## src/rtl/cavlc_bit_packer.sv

```systemverilog
// Packs right-aligned CAVLC code/length pairs MSB-first into 32-bit words; flush appends the stop bit and emits a padded final word.
// Latency: a codeword that fills a word shows up on word_o one cycle after it is accepted, if the output register is free.
// Backpressure: word_ready_i low holds the output register; code_ready_o drops once more than 32 bits are pending.
module cavlc_bit_packer #(
  parameter int OUT_W    = 32,
  parameter bit STOP_BIT = 1'b1
) (
  input  logic             clk,
  input  logic             rst,
  input  logic             code_valid_i,
  output logic             code_ready_o,
  input  logic [OUT_W-1:0] code_i,
  input  logic [5:0]       code_len_i,
  input  logic             flush_i,
  output logic             word_valid_o,
  input  logic             word_ready_i,
  output logic [OUT_W-1:0] word_o,
  output logic [2:0]       word_bytes_o,
  output logic             word_last_o,
  output logic             busy_o,
  output logic             flush_done_o,
  output logic [31:0]      bit_count_o
);

  typedef enum logic [1:0] {RUN, DRAIN, DONE} state_t;

  state_t              state;
  logic [2*OUT_W-1:0]  acc;
  logic [6:0]          fcnt;
  logic [31:0]         bit_count;
  logic [OUT_W-1:0]    word;
  logic [2:0]          word_bytes;
  logic                word_last;
  logic                word_valid;
  logic                flush_done;

  logic [5:0]          len_sat;
  logic [OUT_W-1:0]    code_mask;
  logic [2*OUT_W-1:0]  code_ext;
  logic                free;
  logic                emit;
  logic [2*OUT_W-1:0]  acc_e;
  logic [6:0]          fcnt_e;
  logic [6:0]          shamt;
  logic [2*OUT_W-1:0]  ins;
  logic [2*OUT_W-1:0]  stop_vec;
  logic                accept;
  logic                flush_take;
  logic [6:0]          stop_add;
  logic [2:0]          tail_bytes;

  assign code_ready_o = (state == RUN) && (fcnt <= 7'd32);
  assign busy_o       = (state != RUN);
  assign word_o       = word;
  assign word_bytes_o = word_bytes;
  assign word_last_o  = word_last;
  assign word_valid_o = word_valid;
  assign flush_done_o = flush_done;
  assign bit_count_o  = bit_count;

  // Emit-then-append datapath: the incoming code lands right after the bits that survive this cycle's emit.
  always_comb begin
    len_sat    = (code_len_i > 6'd32) ? 6'd32 : code_len_i;
    code_mask  = (len_sat == 6'd32) ? '1 : ((32'd1 << len_sat) - 32'd1);
    code_ext   = {32'd0, code_i & code_mask};
    free       = !word_valid || word_ready_i;
    emit       = free && (fcnt >= 7'd32);
    acc_e      = emit ? {acc[OUT_W-1:0], 32'd0} : acc;
    fcnt_e     = emit ? (fcnt - 7'd32) : fcnt;
    // 64 - fill - len; a zero-length code shifts fully out (shift of 64 yields zero).
    shamt      = 7'd64 - fcnt_e - {1'b0, len_sat};
    ins        = code_ext << shamt;
    stop_vec   = STOP_BIT ? (64'h8000_0000_0000_0000 >> fcnt_e) : 64'd0;
    stop_add   = STOP_BIT ? 7'd1 : 7'd0;
    accept     = code_valid_i && code_ready_o;
    flush_take = (state == RUN) && flush_i && !code_valid_i && (fcnt < 7'd64);
    tail_bytes = 3'((fcnt + 7'd7) >> 3);
  end

  // Accumulator, output register and RUN/DRAIN/DONE control.
  always_ff @(posedge clk) begin
    if (rst) begin
      state      <= RUN;
      acc        <= '0;
      fcnt       <= '0;
      bit_count  <= '0;
      word       <= '0;
      word_bytes <= '0;
      word_last  <= 1'b0;
      word_valid <= 1'b0;
      flush_done <= 1'b0;
    end else begin
      flush_done <= 1'b0;
      if (word_valid && word_ready_i) word_valid <= 1'b0;
      case (state)
        RUN: begin
          if (emit) begin
            word       <= acc[2*OUT_W-1:OUT_W];
            word_bytes <= 3'd4;
            word_last  <= 1'b0;
            word_valid <= 1'b1;
          end
          if (accept) begin
            acc       <= acc_e | ins;
            fcnt      <= fcnt_e + {1'b0, len_sat};
            bit_count <= bit_count + {26'd0, len_sat};
          end else if (flush_take) begin
            acc       <= acc_e | stop_vec;
            fcnt      <= fcnt_e + stop_add;
            bit_count <= bit_count + {25'd0, stop_add};
            state     <= DRAIN;
          end else begin
            acc  <= acc_e;
            fcnt <= fcnt_e;
          end
        end
        DRAIN: begin
          if (fcnt == 7'd0) begin
            state      <= DONE;
            flush_done <= 1'b1;
          end else if (free) begin
            word       <= acc[2*OUT_W-1:OUT_W];
            word_valid <= 1'b1;
            if (fcnt >= 7'd32) begin
              // Full word; it is the last one only if nothing remains behind it.
              word_bytes <= 3'd4;
              word_last  <= (fcnt == 7'd32);
              acc        <= acc_e;
              fcnt       <= fcnt_e;
              if (fcnt == 7'd32) begin
                state      <= DONE;
                flush_done <= 1'b1;
              end
            end else begin
              // Partial tail word; bits below the fill count are already zero.
              word_bytes <= tail_bytes;
              word_last  <= 1'b1;
              acc        <= '0;
              fcnt       <= '0;
              state      <= DONE;
              flush_done <= 1'b1;
            end
          end
        end
        DONE: begin
          state <= RUN;
        end
        default: begin
          state <= RUN;
        end
      endcase
    end
  end

endmodule

```

## config.mk

```make
export PLATFORM = sky130hd
export DESIGN_NAME = cavlc_bit_packer
export DESIGN_NICKNAME = d
export VERILOG_FILES = /design/src/rtl/cavlc_bit_packer.sv
export SDC_FILE = /design/constraint.sdc
export NUM_CORES = 1
export LEC_CHECK = 0
export ABC_AREA = 1
export CAP_MARGIN = 20
export CORE_MARGIN = 2
export CORE_UTILIZATION = 45
export CTS_CLUSTER_DIAMETER = 50
export DETAILED_ROUTE_END_ITERATION = 7
export PLACE_DENSITY = 0.72
export SLEW_MARGIN = 20
export SYNTH_ARGS = -nofsm -noshare
export SYNTH_HDL_FRONTEND = slang
export SYNTH_SLANG_ARGS = --single-unit
```

## constraint.sdc

```tcl
create_clock -name clk -period 5.3 [get_ports clk]
set_input_delay 1.06 -clock clk [delete_from_list [all_inputs] [get_ports clk]]
set_output_delay 1.06 -clock clk [all_outputs]
set_load 0.1 [all_outputs]
```

Word level (Yosys, flattened, before mapping). Cells that the tools add are included. W data, S select, Z words.

Flip-flop bits (word level): 143. RAM bits: 0. Bits in latches: 0. Input port bits: 43. Memories kept: 0. ROM bits: 0.

Add/sub/neg operators: 9. $mul: 0. Div/mod/pow operators: 0. Multiplexer cells: 48. Equality and inequality tests: 10. Order comparisons: 4. Shifts and indexed selects: 3. Bitwise gates (word level): 4. Reduce and logical (&&, ||, !) cells: 20.

Operator list (number): $mux W64 (6); $mux W32 (6); $or A64 B64 Y64 (2); $pmux W64 S2 (1); $pmux W32 S2 (1); $shl A32 B7 Y64 (1); $shr A64 B7 Y64 const A (1); $mux W7 (6); $add A32 B1 Y32 const B (1); $add A32 B6 Y32 (1); $and A32 B32 Y32 (1); $shl A1 B6 Y32 const A (1); $sub A32 B1 Y32 const B (1); $pmux W7 S2 (1); $mux W1 (12); $mux W2 (6); $mux W3 (4); $ne A2 B2 Y1 const B (5); $reduce_and A4 Y1 (2); $add A7 B1 Y7 const B (1); $add A7 B6 Y7 (1); $eq A7 B6 Y1 const B (1); $ge A7 B6 Y1 const B (1); $le A7 B6 Y1 const B (1); 24 further kinds (34).

Longest topological paths before layout. Gate-level depths: netlist of the first run.

Word-level depth: 10. Depth in mapped cells: 30.

Worst setup path after synthesis of the first run. No wires, ideal clock.

Kind: reg-to-reg. From: register fcnt[0]. To: register bit_count[28] (netlist: bit_count_o[28]). Required time: 5.233 ns. Data arrival time: 4.244 ns. Slack: 0.989 ns. Path buffers: 1. Setup time: 0.067 ns. Cell stages (with the launch flop): 30. Cell sequence: dfxtp_1 -> inv_1 -> ha_1 -> inv_1 -> nor2_4 -> nand2_2 -> nor2_4 -> nand2_2 -> a21oi_4 -> nand2_2 -> buf_6 -> nor2_1 -> inv_1 -> fa_1 -> nor2_1 -> a211oi_1 -> inv_1 -> a21oi_1 -> o21ai_0 -> nand2_1 -> nor2_1 -> nand2_1 -> nor4_1 -> inv_1 -> nor2_1 -> nand2_1 -> inv_1 -> nand4_1 -> xor2_1 -> nor2_1.

Cells in the longest elaborated chain, start to end: 5. Elaborated cells on any way between the ends: 8. Classes of those cells: 2 x order compare; 1 x mux; 5 x reduce/logical.

RTL lines: start, declared (RTL line 29) `logic [6:0] fcnt;`; start signal, assigned (RTL line 105) `fcnt <= fcnt_e + {1'b0, len_sat};`; start signal, assigned (RTL line 109) `fcnt <= fcnt_e + stop_add;`; start signal, assigned (RTL line 114) `fcnt <= fcnt_e;`; $le A7 B6 Y1 * (RTL line 52) `assign code_ready_o = (state == RUN) && (fcnt <= 7'd32);`; $logic_and A1 B1 Y1 * (RTL line 52); via code_ready_o (RTL line 11) `output logic code_ready_o,`; $logic_and A1 B1 Y1 * (RTL line 75) `accept = code_valid_i && code_ready_o;`; $reduce_bool A2 Y1 (no line); $reduce_and A2 Y1 (no line); end signal, assigned (RTL line 106) `bit_count <= bit_count + {26'd0, len_sat};`; end signal, assigned (RTL line 110) `bit_count <= bit_count + {25'd0, stop_add};`; end, declared (RTL line 30) `logic [31:0] bit_count;`.

Mark *: on every way through the listed nets, which the timed path passes. The rest lies on a longest branch. A chain may end at the register's enable or synchronous reset.

Worst setup path in the final report of the first run.
From: register fcnt[0]. To: register bit_count[24] (netlist: bit_count_o[24]).

Cells in the longest elaborated chain, start to end: 5. Elaborated cells on any way between the ends: 8. Classes of those cells: 2 x order compare; 1 x mux; 5 x reduce/logical.

RTL lines (RTL line): $le A7 B6 Y1 (52); $logic_and A1 B1 Y1 (52); $logic_and A1 B1 Y1 (75); $reduce_bool A2 Y1 (no line); $reduce_and A2 Y1 (no line).

Several ways; a longest one is shown, not always the timed one.

==> out/metrics.cfg, run 1 <==
[route]
drt_first_pass_iters=6
vias_per_cell=5.90
vias=14100
dr.first_iter.drc_count=1602
ant_nets=0
drc=0
routedWlPerCell_um=18.5
wirelength_um=44100

[critical_path]
cp_common_cell=inv_1
cpMaxStageDelayCell=fa_1
crit_type=flip-flop to flip-flop
path_max_fanout=10
critPathArrivalTime_ns=4.98
critPathMaxStageDelay_ns=0.40
end_kind=flip-flop
critPathRequiredTime_ns=5.62
setup.worst_path.start_class=flip-flop

[clock_network]
cts_made_buffers=17
cts_tree=done
clk_pin_slew_ns=0.08
cts_sinks=143
cts.path.max_buffers=2
cts_root_buf=clkbuf_16
cts_resized=0
holdBufCountCts=0
post_cts_buffers=0
htree_levels=4
clock_latency_ns=0.44

[synth]
synth_seq_area_share_pct=24.2
synth.area.mux_share_pct=1.18
ys.flop_type=dfxtp_1
yosys.area_share.simple_pct=40.1
synth_xor_area_share_pct=1.26
synth_nets=2067
synth_top_family_by_area=simple AND/OR/NAND/NOR gates
syn_area_um2=11800
yosys_warnings=0
postSynthCellCount=1988
synth_edf_count=0
ys_seq_elements=143
synth_compound_area_share_pct=20.0
avgSynthCellArea_um2=5.96
synthAdderAreaFrac_pct=4.06
ys_types=48
synthArstFlopShare_pct=0

[timing]
whs_ns=0.465
setup_viol=0
maxSlewViolCount=0
timing.fmax_ghz=0.214
finalClockSkew_ns=0.0122
fin_tns_setup_ns=0
timing.final.ws_setup_ns=0.633
hold_violations=0
finalCritPeriodShare_pct=88.1
fin_crit_ns=4.67
grt_setup_unrepaired=no
relSlewSlack_pct=30.9
worst_pin_slew_ns=1.03

[cells_and_area]
antennaDiodeCount=0
nNetsFinal=2118
layout-drive-gt1-share_pct=5.60
final_cell_mix=437 x nand2_1, 334 x nand3_1, 196 x nor2_1, 188 x o21ai_0, 150 x inv_1
area_growth_pct=16.7
layout_commonest_cell=nand2_1

[power_and_ir_drop]
pwr-share-seq_pct=15.6
peakVddDrop_v=0.000391
power.density_nw_per_um2=721
p_int_mw=4.03
p_clk_share_pct=12.5
p_sw_mw=5.94
leakagePower_nw=6.21
combPwrFrac_pct=71.9
switching_share_pct=59.6

[grt]
first_global_vias=13000
grt_use_total_pct=31.0
grt_antenna_before_repair=0
grt_start_max_net_pins=65
grt_pass1_wl_um=70000
grt-ovfl-total=0

[flow_run]
cap_violations=0

[floorplan]
start_util_pct=45.6
die_y_um=166
die_w_um=166
row_count=59
num_io_pins=115
core_um2=26000
die_area_um2=27600

[status]
status=finished, final reports clean

[place]
dp_slack_ns=0.256
hpwlAfterDp_um=32600
io_buffers=114
gp_congestion=1.06

[worst_hold_path]
hold_class=flip-flop to flip-flop

## final timing paths
path | endpoint | slack (ns) | startpoint | cells past startpoint
max | bit_count_o[24]$_SDFFE_PP0P_ | 0.63 | fcnt[0]$_SDFFE_PP0P_ | 29
min reg2reg | word_last_o$_SDFFE_PP0P_ | 0.47 | word_last_o$_SDFFE_PP0P_ | 2
max reg2reg | bit_count_o[24]$_SDFFE_PP0P_ | 0.63 | fcnt[0]$_SDFFE_PP0P_ | 29
min | word_last_o$_SDFFE_PP0P_ | 0.47 | word_last_o$_SDFFE_PP0P_ | 2
## synth_stat cells (4+ instances only)
library cell / instances / share of area (%)
nand2_1: 438 / 14
nand3_1: 334 / 14
nor2_1: 197 / 6.2
o21ai_0: 188 / 7.9
inv_1: 152 / 4.8
dfxtp_1: 143 / 24
a21oi_1: 133 / 5.6
clkbuf_1: 86 / 2.7
ha_1: 32 / 3.4
a22oi_1: 30 / 1.9
nand4_1: 25 / 1.3
nor3_1: 25 / 1.1
a21boi_0: 17 / 1.1
buf_2: 17 / 0.72
buf_1: 14 / 0.44
mux2i_1: 14 / 1.2
o211ai_1: 13 / 0.82
xor2_1: 13 / 0.96
nor4_1: 12 / 0.63
nor2_2: 10 / 0.53
a211oi_1: 8 / 0.51
inv_2: 8 / 0.25
o21ai_1: 8 / 0.34
o21bai_1: 8 / 0.51
a31oi_1: 6 / 0.32
o21a_1: 6 / 0.38
nand2_2: 5 / 0.26
nor2_4: 5 / 0.48
fa_1: 4 / 0.68
nand3b_1: 4 / 0.25
o22ai_1: 4 / 0.21
xnor2_1: 4 / 0.30
## flip-flops by register name, indices dropped and copies added, names as in the netlist
| signal | cells |
|---|---|
| word_valid_o | 1 |
| fcnt | 7 |
| word_bytes_o | 3 |
| acc | 64 |
| state | 2 |
| word_last_o | 1 |
| word_o | 32 |
| bit_count_o | 32 |
| flush_done_o | 1 |
## power groups by stage
| stage | sequential (mW) | clock, mW | combinational, mW |
|---|---|---|---|
| after global routing | 1.59 | 1.29 | 7.79 |
| after global placement | 1.56 | 0 | 6.93 |
| after detailed placement | 1.57 | 0 | 6.96 |
| after CTS | 1.55 | 1.25 | 6.99 |
| after floorplan | 2.24 | 0 | 4.30 |
| final | 1.56 | 1.25 | 7.16 |
## kinds of logic (layout without fill, tap and decap cells)
family,Yosys count,count (layout)
compound gates,425,425
xor+xnor,17,17
fa+ha+maj,36,36
buf+inv,283,347
flops,143,143
mux,14,14
simple gates,1070,1070
## area by class of cell
cell class,instances,area (um^2)
Clock buffer,18,439
Multi-Input combinational cell,1562,7890
Timing Repair Buffer,152,1450
Fill cell,2591,12200
Sequential cell,143,2860
Inverter,163,612
Clock inverter,14,150
Tap cell,335,419
## critical path: cells and delay by family, from the launching register on
family / cells / cell delay [ns]
buffers and inverters: 7 / 1.02
adders and majority gates: 2 / 0.60
DFF: 1 / 0.37
AOI/OAI and AO/OA: 6 / 0.74
and+or+nand+nor: 14 / 1.81
## metrics by stage
step,instance area (um^2),std cells,util [%],total power [mW]
2_1_floorplan,11800,1988,-,6.54
3_3_place_gp,13200,2355,50.9,8.49
3_5_place_dp,13200,2355,50.9,8.53
4_1_cts,13800,2387,53.2,9.79
5_1_grt,13800,2387,53.2,10.7
6_report,13800,2387,53.2,9.97
## routing by layer
metal | routed length, um | GRT usage [%] | part of all wire (%)
met1 | 19000 | 41.1 | 43
met2 | 20100 | 50.3 | 46
met3 | 3510 | 6.08 | 8.0
met4 | 1470 | 11.3 | 3.3
met5 | 0 | 0 | 0
(Power assumes the default switching activity.)
==> run 2, diff against run 1 <==
HOLD_SLACK_MARGIN = 0.15   (was unset)
==> results of run 2 <==
Final layout, timing and power as in run 1 (identical DEF).
